==> config.mk <==
export PLATFORM = sky130hd
export DESIGN_NAME = instruction_encoder
export DESIGN_NICKNAME = d
export VERILOG_FILES = /design/src/rtl/instruction_encoder_pkg.sv /design/src/rtl/instruction_encoder_instr_pack.sv /design/src/rtl/instruction_encoder.sv
export SDC_FILE = /design/constraint.sdc
export NUM_CORES = 1
export LEC_CHECK = 0
export BUFFER_PORTS_ARGS = -buffer_cell sky130_fd_sc_hd__buf_2
export CAP_MARGIN = 10
export CORE_UTILIZATION = 49
export DETAILED_ROUTE_END_ITERATION = 8
export PLACE_DENSITY = 0.85
export SYNTH_ARGS = -nofsm -noshare
export SYNTH_HDL_FRONTEND = slang
export SYNTH_HIERARCHICAL = 1
export SYNTH_SLANG_ARGS = --single-unit
==> constraint.sdc <==
create_clock -name clk -period 2.8 [get_ports clk]
set_input_delay 0.56 -clock clk [delete_from_list [all_inputs] [get_ports clk]]
set_output_delay 0.56 -clock clk [all_outputs]
set_load 0.03 [all_outputs]
==> src/rtl/instruction_encoder_pkg.sv <==
// Shared instruction-format definitions for the encoder and decode_instruction.
// Word layout: opcode[24:20] dest[19:17] src[16:14] pad[13:12] imm[11:0].
package instruction_encoder_pkg;

    localparam int unsigned INSTRUCTION_WIDTH = 25;
    localparam int unsigned WIDTH_OPCODE      = 5;
    localparam int unsigned REGFILE_ADDR_BITS = 3;
    localparam int unsigned IMMEDIATE_WIDTH   = 12;
    localparam int unsigned PAD_WIDTH         = 2;

    localparam int unsigned OPCODE_LSB = 20;
    localparam int unsigned DEST_LSB   = 17;
    localparam int unsigned SRC_LSB    = 14;
    localparam int unsigned PAD_LSB    = 12;
    localparam int unsigned IMM_LSB    = 0;

    localparam int unsigned OPC_MAX = 6;

    typedef enum logic [WIDTH_OPCODE-1:0] {
        OPC_NOP  = 5'd0,
        OPC_ADD  = 5'd1,
        OPC_LR   = 5'd2,
        OPC_SR   = 5'd3,
        OPC_ADDI = 5'd4,
        OPC_BEQ  = 5'd5,
        OPC_J    = 5'd6
    } opcode_e;

    typedef struct packed {
        logic [WIDTH_OPCODE-1:0]      opcode;
        logic [REGFILE_ADDR_BITS-1:0] dest;
        logic [REGFILE_ADDR_BITS-1:0] src;
        logic [PAD_WIDTH-1:0]         pad;
        logic [IMMEDIATE_WIDTH-1:0]   imm;
    } instr_word_t;

    typedef enum logic [1:0] {
        ST_IDLE  = 2'd0,
        ST_LOAD  = 2'd1,
        ST_DONE  = 2'd2,
        ST_ERROR = 2'd3
    } enc_state_e;

endpackage

==> src/rtl/instruction_encoder_instr_pack.sv <==
// instr_pack: combinational field packing with per-opcode masking and illegal-opcode flag.
// Masking and the opcode check exist only when ENCODER_CHECK_EN is defined.
module instr_pack
    import instruction_encoder_pkg::*;
(
    input  logic [WIDTH_OPCODE-1:0]      opcode,
    input  logic [REGFILE_ADDR_BITS-1:0] dest,
    input  logic [REGFILE_ADDR_BITS-1:0] src,
    input  logic [IMMEDIATE_WIDTH-1:0]   imm,
    output logic [INSTRUCTION_WIDTH-1:0] word_c,
    output logic                         illegal_c
);

    instr_word_t word_s;

    always_comb begin
        word_s.opcode = opcode;
        word_s.dest   = dest;
        word_s.src    = src;
        word_s.pad    = '0;
        word_s.imm    = imm;
        illegal_c     = 1'b0;
`ifdef ENCODER_CHECK_EN
        // Clear the fields each opcode does not use so the stored word is canonical
        case (opcode)
            OPC_NOP: begin
                word_s.dest = '0;
                word_s.src  = '0;
                word_s.imm  = '0;
            end
            OPC_ADD: word_s.imm = '0;
            OPC_J: begin
                word_s.dest = '0;
                word_s.src  = '0;
            end
            default: ;
        endcase
        illegal_c = (opcode > WIDTH_OPCODE'(OPC_MAX));
`else
        illegal_c = 1'b0;
`endif
        word_c = word_s;
    end

endmodule

==> src/rtl/instruction_encoder.sv <==
// Packs instruction fields and streams them into program memory from base_addr.
// Optional ENCODER_CHECK_EN build adds field masking and illegal-opcode detection.
module instruction_encoder
    import instruction_encoder_pkg::*;
#(
    parameter int unsigned PC_WIDTH = 8
) (
    input  logic                         clk,
    input  logic                         rst_n,
    input  logic                         start,
    input  logic [PC_WIDTH-1:0]          base_addr,
    input  logic                         in_valid,
    output logic                         in_ready,
    input  logic [WIDTH_OPCODE-1:0]      in_opcode,
    input  logic [REGFILE_ADDR_BITS-1:0] in_dest,
    input  logic [REGFILE_ADDR_BITS-1:0] in_src,
    input  logic [IMMEDIATE_WIDTH-1:0]   in_imm,
    input  logic                         in_last,
    output logic                         mem_we,
    output logic [PC_WIDTH-1:0]          mem_addr,
    output logic [INSTRUCTION_WIDTH-1:0] mem_wdata,
    input  logic                         mem_ready,
    output logic                         busy,
    output logic                         done,
    output logic                         err,
    output logic [PC_WIDTH:0]            count
);

    localparam int unsigned CNT_W = PC_WIDTH + 1;
    // Count value at which one more completed write fills the whole address space
    localparam logic [CNT_W-1:0] COUNT_LAST = CNT_W'({PC_WIDTH{1'b1}});

    enc_state_e                   state_q, state_d;
    logic [PC_WIDTH-1:0]          ptr_q, ptr_d;
    logic                         we_q, we_d;
    logic [INSTRUCTION_WIDTH-1:0] wdata_q, wdata_d;
    logic [CNT_W-1:0]             count_q, count_d;
    logic                         done_q, done_d;
    logic                         err_q, err_d;
    logic                         busy_q, busy_d;
    logic                         last_q, last_d;

    logic [INSTRUCTION_WIDTH-1:0] word_c;
    logic                         illegal_c;
    logic                         write_done_c;
    logic                         final_pend_c;
    logic                         accept_c;

    instr_pack u_instr_pack (
        .opcode    (in_opcode),
        .dest      (in_dest),
        .src       (in_src),
        .imm       (in_imm),
        .word_c    (word_c),
        .illegal_c (illegal_c)
    );

    // A pending write that ends the load (last word or full address space) blocks new accepts
    assign write_done_c = we_q & mem_ready;
    assign final_pend_c = we_q & (last_q | (count_q == COUNT_LAST));
    assign in_ready     = (state_q == ST_LOAD) & (~we_q | (mem_ready & ~final_pend_c));
    assign accept_c     = in_valid & in_ready;

    always_comb begin
        state_d = state_q;
        ptr_d   = ptr_q;
        we_d    = we_q;
        wdata_d = wdata_q;
        count_d = count_q;
        done_d  = 1'b0;
        err_d   = err_q;
        last_d  = last_q;

        case (state_q)
            ST_LOAD: begin
                if (write_done_c) begin
                    ptr_d   = ptr_q + PC_WIDTH'(1);
                    count_d = count_q + CNT_W'(1);
                    we_d    = 1'b0;
                    if (last_q) begin
                        state_d = ST_DONE;
                        done_d  = 1'b1;
                        last_d  = 1'b0;
                    end else if (count_q == COUNT_LAST) begin
                        state_d = ST_ERROR;
                        err_d   = 1'b1;
                    end
                end
                if (accept_c) begin
                    if (illegal_c) begin
                        state_d = ST_ERROR;
                        err_d   = 1'b1;
                        we_d    = 1'b0;
                    end else begin
                        we_d    = 1'b1;
                        wdata_d = word_c;
                        last_d  = in_last;
                    end
                end
            end
            default: begin
                if (start) begin
                    state_d = ST_LOAD;
                    ptr_d   = base_addr;
                    count_d = '0;
                    err_d   = 1'b0;
                    we_d    = 1'b0;
                    last_d  = 1'b0;
                end
            end
        endcase

        busy_d = (state_d == ST_LOAD);
    end

    always_ff @(posedge clk or negedge rst_n) begin
        if (!rst_n) begin
            state_q <= ST_IDLE;
            ptr_q   <= '0;
            we_q    <= 1'b0;
            wdata_q <= '0;
            count_q <= '0;
            done_q  <= 1'b0;
            err_q   <= 1'b0;
            busy_q  <= 1'b0;
            last_q  <= 1'b0;
        end else begin
            state_q <= state_d;
            ptr_q   <= ptr_d;
            we_q    <= we_d;
            wdata_q <= wdata_d;
            count_q <= count_d;
            done_q  <= done_d;
            err_q   <= err_d;
            busy_q  <= busy_d;
            last_q  <= last_d;
        end
    end

    assign mem_we    = we_q;
    assign mem_addr  = ptr_q;
    assign mem_wdata = wdata_q;
    assign count     = count_q;
    assign done      = done_q;
    assign err       = err_q;
    assign busy      = busy_q;

endmodule

======== After elaboration in Yosys (flattened, before gate mapping) ========
Index checks and enable logic that the tools add are counted.
word-level totals
  bits in registers ....................... 47
  bits of input ports ..................... 37
  output and inout bits ................... 47
cells by class
  $add $sub $neg .......................... 2
  equality and inequality tests ........... 7
  mux-type cells .......................... 24
  bitwise operators ....................... 9
  reductions and logical operators ........ 5
operator list
  kind                 number
  $mux 9               3
  $mux 8               3
  $mux 1               13
  $mux 2               5
  $add 9x1->9 const B  1
  $eq 9x8->1 const B   1
  $add 8x1->8 const B  1
  $reduce_and 2->1     3
  $and 1x1->1          5
  $eq 2x1->1 const B   2
  $ne 2x2->1 const B   2
  $reduce_and 4->1     1
  $ne 3x3->1 const B   1
  $ne 2x1->1 const B   1
  $not 1->1            2
  $or 1x1->1           2
  $reduce_bool 2->1    1

======== Logic depth before layout (Yosys ltp) ========
  depth in word-level cells ............... 10
  gate-level depth with buffers ........... 10
  mapped depth without buffers ............ 8

======== Modules after synthesis ========
The synthesis kept the hierarchy.
modules (own cells, without submodules)
  module               instances  cells each  area an instance (µm²)
  instruction_encoder  1          173         2118.3
  instr_pack           1          27          198.9

======== Least setup slack after synthesis ========
No wires, ideal clock.
  path kind ............................... register -> register
  from .................................... register count_q[3], in the netlist count[3]
  to ...................................... register wdata_q[0], in the netlist mem_wdata[0]
  library setup time ...................... 0.127 ns
  arrival ................................. 2.677 ns
  required time ........................... 2.673 ns
  setup slack ............................. -0.004 ns
  cell stages (with the launch flop) ...... 11
  path buffers ............................ 2
  clock period less this slack ............ 2.804 ns
  cell sequence ........................... dfrtp_1 > and4_1 > nand2_1 > nor2_1 > ha_1 > or3b_1 > a21oi_2 > nor3b_2 > buf_4 > buf_6 > mux2_1
between the ends
  cells in the longest elaborated chain, start to end .. 9
ends and longest elaborated chain
  item                        line                        text
  start, declared             instruction_encoder.sv:37   logic [CNT_W-1:0] count_q, count_d;
  start signal, assigned      instruction_encoder.sv:132  count_q <= count_d;
  $eq 9x8->1                  instruction_encoder.sv:60   assign final_pend_c = we_q & (last_q | (count_q == COUNT_LAST));
  $or 1x1->1                  instruction_encoder.sv:60
  $and 1x1->1                 instruction_encoder.sv:60
  $not 1->1                   instruction_encoder.sv:61   assign in_ready = (state_q == ST_LOAD) & (~we_q | (mem_ready & ~final_pend_c));
  $and 1x1->1                 instruction_encoder.sv:61
  $or 1x1->1                  instruction_encoder.sv:61
  $and 1x1->1                 instruction_encoder.sv:61
  via in_ready                instruction_encoder.sv:13   output logic in_ready,
  $and 1x1->1                 instruction_encoder.sv:62   assign accept_c = in_valid & in_ready;
  $reduce_and 2->1 (no line)  n/a
  end signal, assigned        instruction_encoder.sv:131  wdata_q <= wdata_d;
  end, declared               instruction_encoder.sv:36   logic [INSTRUCTION_WIDTH-1:0] wdata_q, wdata_d;
The timed path passes the listed nets, and every way through them passes these cells.
A chain may end at the register's enable or synchronous reset.

======== Worst setup path after layout ========
  from .................................... register count_q[3], in the netlist count[3]
  to ...................................... output in_ready
between the ends
  cells in the longest elaborated chain, start to end .. 7
ends and longest elaborated chain
  item           line
  $eq 9x8->1     instruction_encoder.sv:60
  $or 1x1->1     instruction_encoder.sv:60
  $and 1x1->1    instruction_encoder.sv:60
  $not 1->1      instruction_encoder.sv:61
  $and 1x1->1    instruction_encoder.sv:61
  $or 1x1->1     instruction_encoder.sv:61
  $and 1x1->1    instruction_encoder.sv:61
  end, declared  instruction_encoder.sv:13
Every way passes these cells.

==> metrics.yaml <==
outcome:
  status: "finished, violations left"
  violations: "design-rule violations"
logic_synthesis:
  yosys.area.top_type: "dfrtp_1"
  ys_async_sr_fraction_pct: 100
  synth_top_area_share_pct: 52.9
  ys_ff_latch: 49
  synthCells: 200
  synth_cell_types: 42
  synth.cell_area_um2: 2320
  synthTopCellsByArea: "dfrtp_1 53%, buf_4 8.7%, mux2_1 8.7%"
  synth.avg_cell_area_um2: 11.6
  yosys-top-cells-count: "49 x dfrtp_1, 27 x buf_4, 18 x mux2_1"
  synth_warnings: 6
  synth.most_common_cell: "dfrtp_1"
  synth_edf_count: 0
  ys_seq_area_share_pct: 52.9
  synth_flop_cell: "dfrtp_1"
critical_path:
  worstSetupEndpointType: "output pin"
  worstSetupPathType: "flop to output pin"
  worstPathArrival_ps: 2150
  critPathMaxStageDelay_ps: 450
  slowest_stage: "dfrtp_1"
  required_ps: 2240
  cp_max_fo: 6
  startpoint_type: "flop"
  worstPathCellList: "and4_1, nand2_1, nor2_1, ha_1, or3b_1, a21oi_4, clkbuf_4"
drt:
  wl_per_cell_um: 13.9
  ant_nets: 0
  first_pass_iters: 6
  avgViaCountPerCell: 5.36
  drc: 6
  drtIter0Drc: 93
  num_vias: 1682
  wirelength_mm: 4.38
timing:
  finalHoldViolCount: 0
  slew_violations: 0
  finalSetupViolations: 0
  rsz0062_at_grt: "false"
  timing.fmax_mhz: 369
  setup_slack_ps: 88.9
  layout_min_cycle_time_ps: 2710
  tns_ps: 0
  skew_ps: 8.00
  finalCritPeriodShare_pct: 96.8
place:
  place_congestion: 0.893
  dpl-instance-area_um2: 2610
  io_buffers: 83
  hpwlAfterDp_mm: 3.24
  pre_cts_ws_ps: 254
floorplanning:
  num_io_pins: 84
  dieArea_um2: 5010
  die_w_um: 70.8
  coreArea_um2: 4440
  row_count: 24
  die_h_um: 70.8
  start_util_pct: 52.1
cts:
  cts-root-buf: "clkbuf_8"
  cts.htree.levels: 2
  cts.reportedPaths.clkPinSlew_ps: 90
  hold_buffers: 0
  insertion_delay_ps: 300
  cts.sinks: 49
  cts_buffers: 5
  cts.path.max_buffers: 2
  cts_tree: "yes"
min_path:
  hold_path_class: "input pin to asynchronous set/reset pin"
job:
  maxCapViolCount: 0
power:
  power.total_w: 0.00313
  p_per_area_nw_per_um2: 1160
  vdd_drop_max_mv: 0.619
  p_leak_nw: 1.30
layout:
  final_nets: 302
  n_antenna_cell: 0
  drive_gt1_share_pct: 38.5
  syn2layout_area_growth_pct: 16.4
  fin_area_um2: 2700
global_route:
  grt_remaining_overflow: 0
  grt_pass1_vias: 1606
  grt_start_max_net_pins: 32
  antenna_found_initial: 0
  grtUsageTotal_pct: 18.5
  grt_pass1_wl_mm: 7.17
where the power goes:
group	total (W)	switching [W]	internal, W	leakage, nW
Sequential	0.00119	0.000188	0.000999	0.594
Combinational	0.00153	0.00101	0.000514	0.666
Clock	0.000415	0.000219	0.000196	0.0443
Total	0.00313	0.00142	0.00171	1.30
registers in the layout, indices dropped and copies added, names as in the netlist, 2 cells and up:
signal,flops
mem_wdata,25
state_q,2
mem_addr,8
count,9
path summary, 6_finish.rpt:
kind                                      end  cells past startpoint  slack, ps    startpoint
max in group asynchronous       mem_wdata[20]                      2       1890         rst_n
worst min register to register   mem_wdata[4]                      1        480  mem_wdata[4]
worst max register to register  mem_wdata[16]                      9        240      count[3]
worst max-delay path                 in_ready                      7         90      count[3]
min in group clk                 mem_wdata[1]                      2        470     in_imm[1]
worst min-delay path                     done                      1        180         rst_n
logic make-up after synthesis:
group / after synthesis / synth area share (%)
AO/OA/AOI/OAI: 38 / 11.6
XOR/XNOR: 1 / 0.378
adder cells (fa/ha/maj): 3 / 1.62
buffers and inverters: 39 / 11.4
flip-flops: 49 / 52.9
multiplexers: 25 / 12.1
other: 1 / 0.162
AND/OR/NAND/NOR: 44 / 9.77
final cells by class:
cell class / count / area, µm²
Clock buffer: 7 / 86.3
Sequential cell: 49 / 1230
Multi-Input combinational cell: 114 / 848
Inverter: 7 / 26.3
Timing Repair Buffer: 85 / 445
Fill cell: 388 / 1750
Tap cell: 52 / 65.1
per-stage QoR:
stage | util [%] | instances | hold WS, ps
6_report | 60.7 | 314 | 175
5_1_grt | 60.7 | 314 | 183
4_1_cts | 60.6 | 314 | 182
3_5_place_dp | 58.7 | 307 | 470
3_3_place_gp | 58.7 | 307 | 462
2_1_floorplan | - | 202 | 264
worst max-delay path, delay by kind of cell, from the launching register on:
kind / cells / cell delay [ps]
AND/OR/NAND/NOR: 4 / 780
buffers and inverters: 1 / 220
AO/OA/AOI/OAI: 1 / 190
adder cells (fa/ha/maj): 1 / 210
flip-flops: 1 / 450
layout by cell type, fill, tap and decap left out, types with 2 or more instances in the layout:
cell type	netlist	routed
a21oi_1	5	5
o32ai_1	2	2
a211oi_1	4	4
o22ai_1	3	3
o311ai_0	2	2
nor2_1	11	11
conb_1	1	3
mux2_2	7	7
nor3_1	2	2
dfrtp_1	49	49
a22o_1	2	2
and3_1	2	2
nand2_1	11	11
buf_2	1	82
ha_1	3	3
a311oi_1	2	2
o31ai_1	2	2
mux2_1	18	18
o211ai_1	4	4
inv_1	7	7
o21ai_0	7	7
nand3_1	7	7
clkbuf_8	0	6
repair_timing:
item,in CTS,in global routing
setup buffers,0,0
endpoints found under the setup margin,0,1
resized for setup,0,1
per-layer routing:
metal / wire length [µm] / GRT usage, % / vias up / part of all wire, %
li1: - / - / 814 / -
met1: 1980 / 23.6 / 807 / 45
met2: 2070 / 30.1 / 51 / 47
met3: 233 / 4.99 / 10 / 5.3
met4: 95 / 7.78 / 0 / 2.2
met5: 0 / 0 / - / 0
No activity file was read; power rests on OpenSTA's default activity.
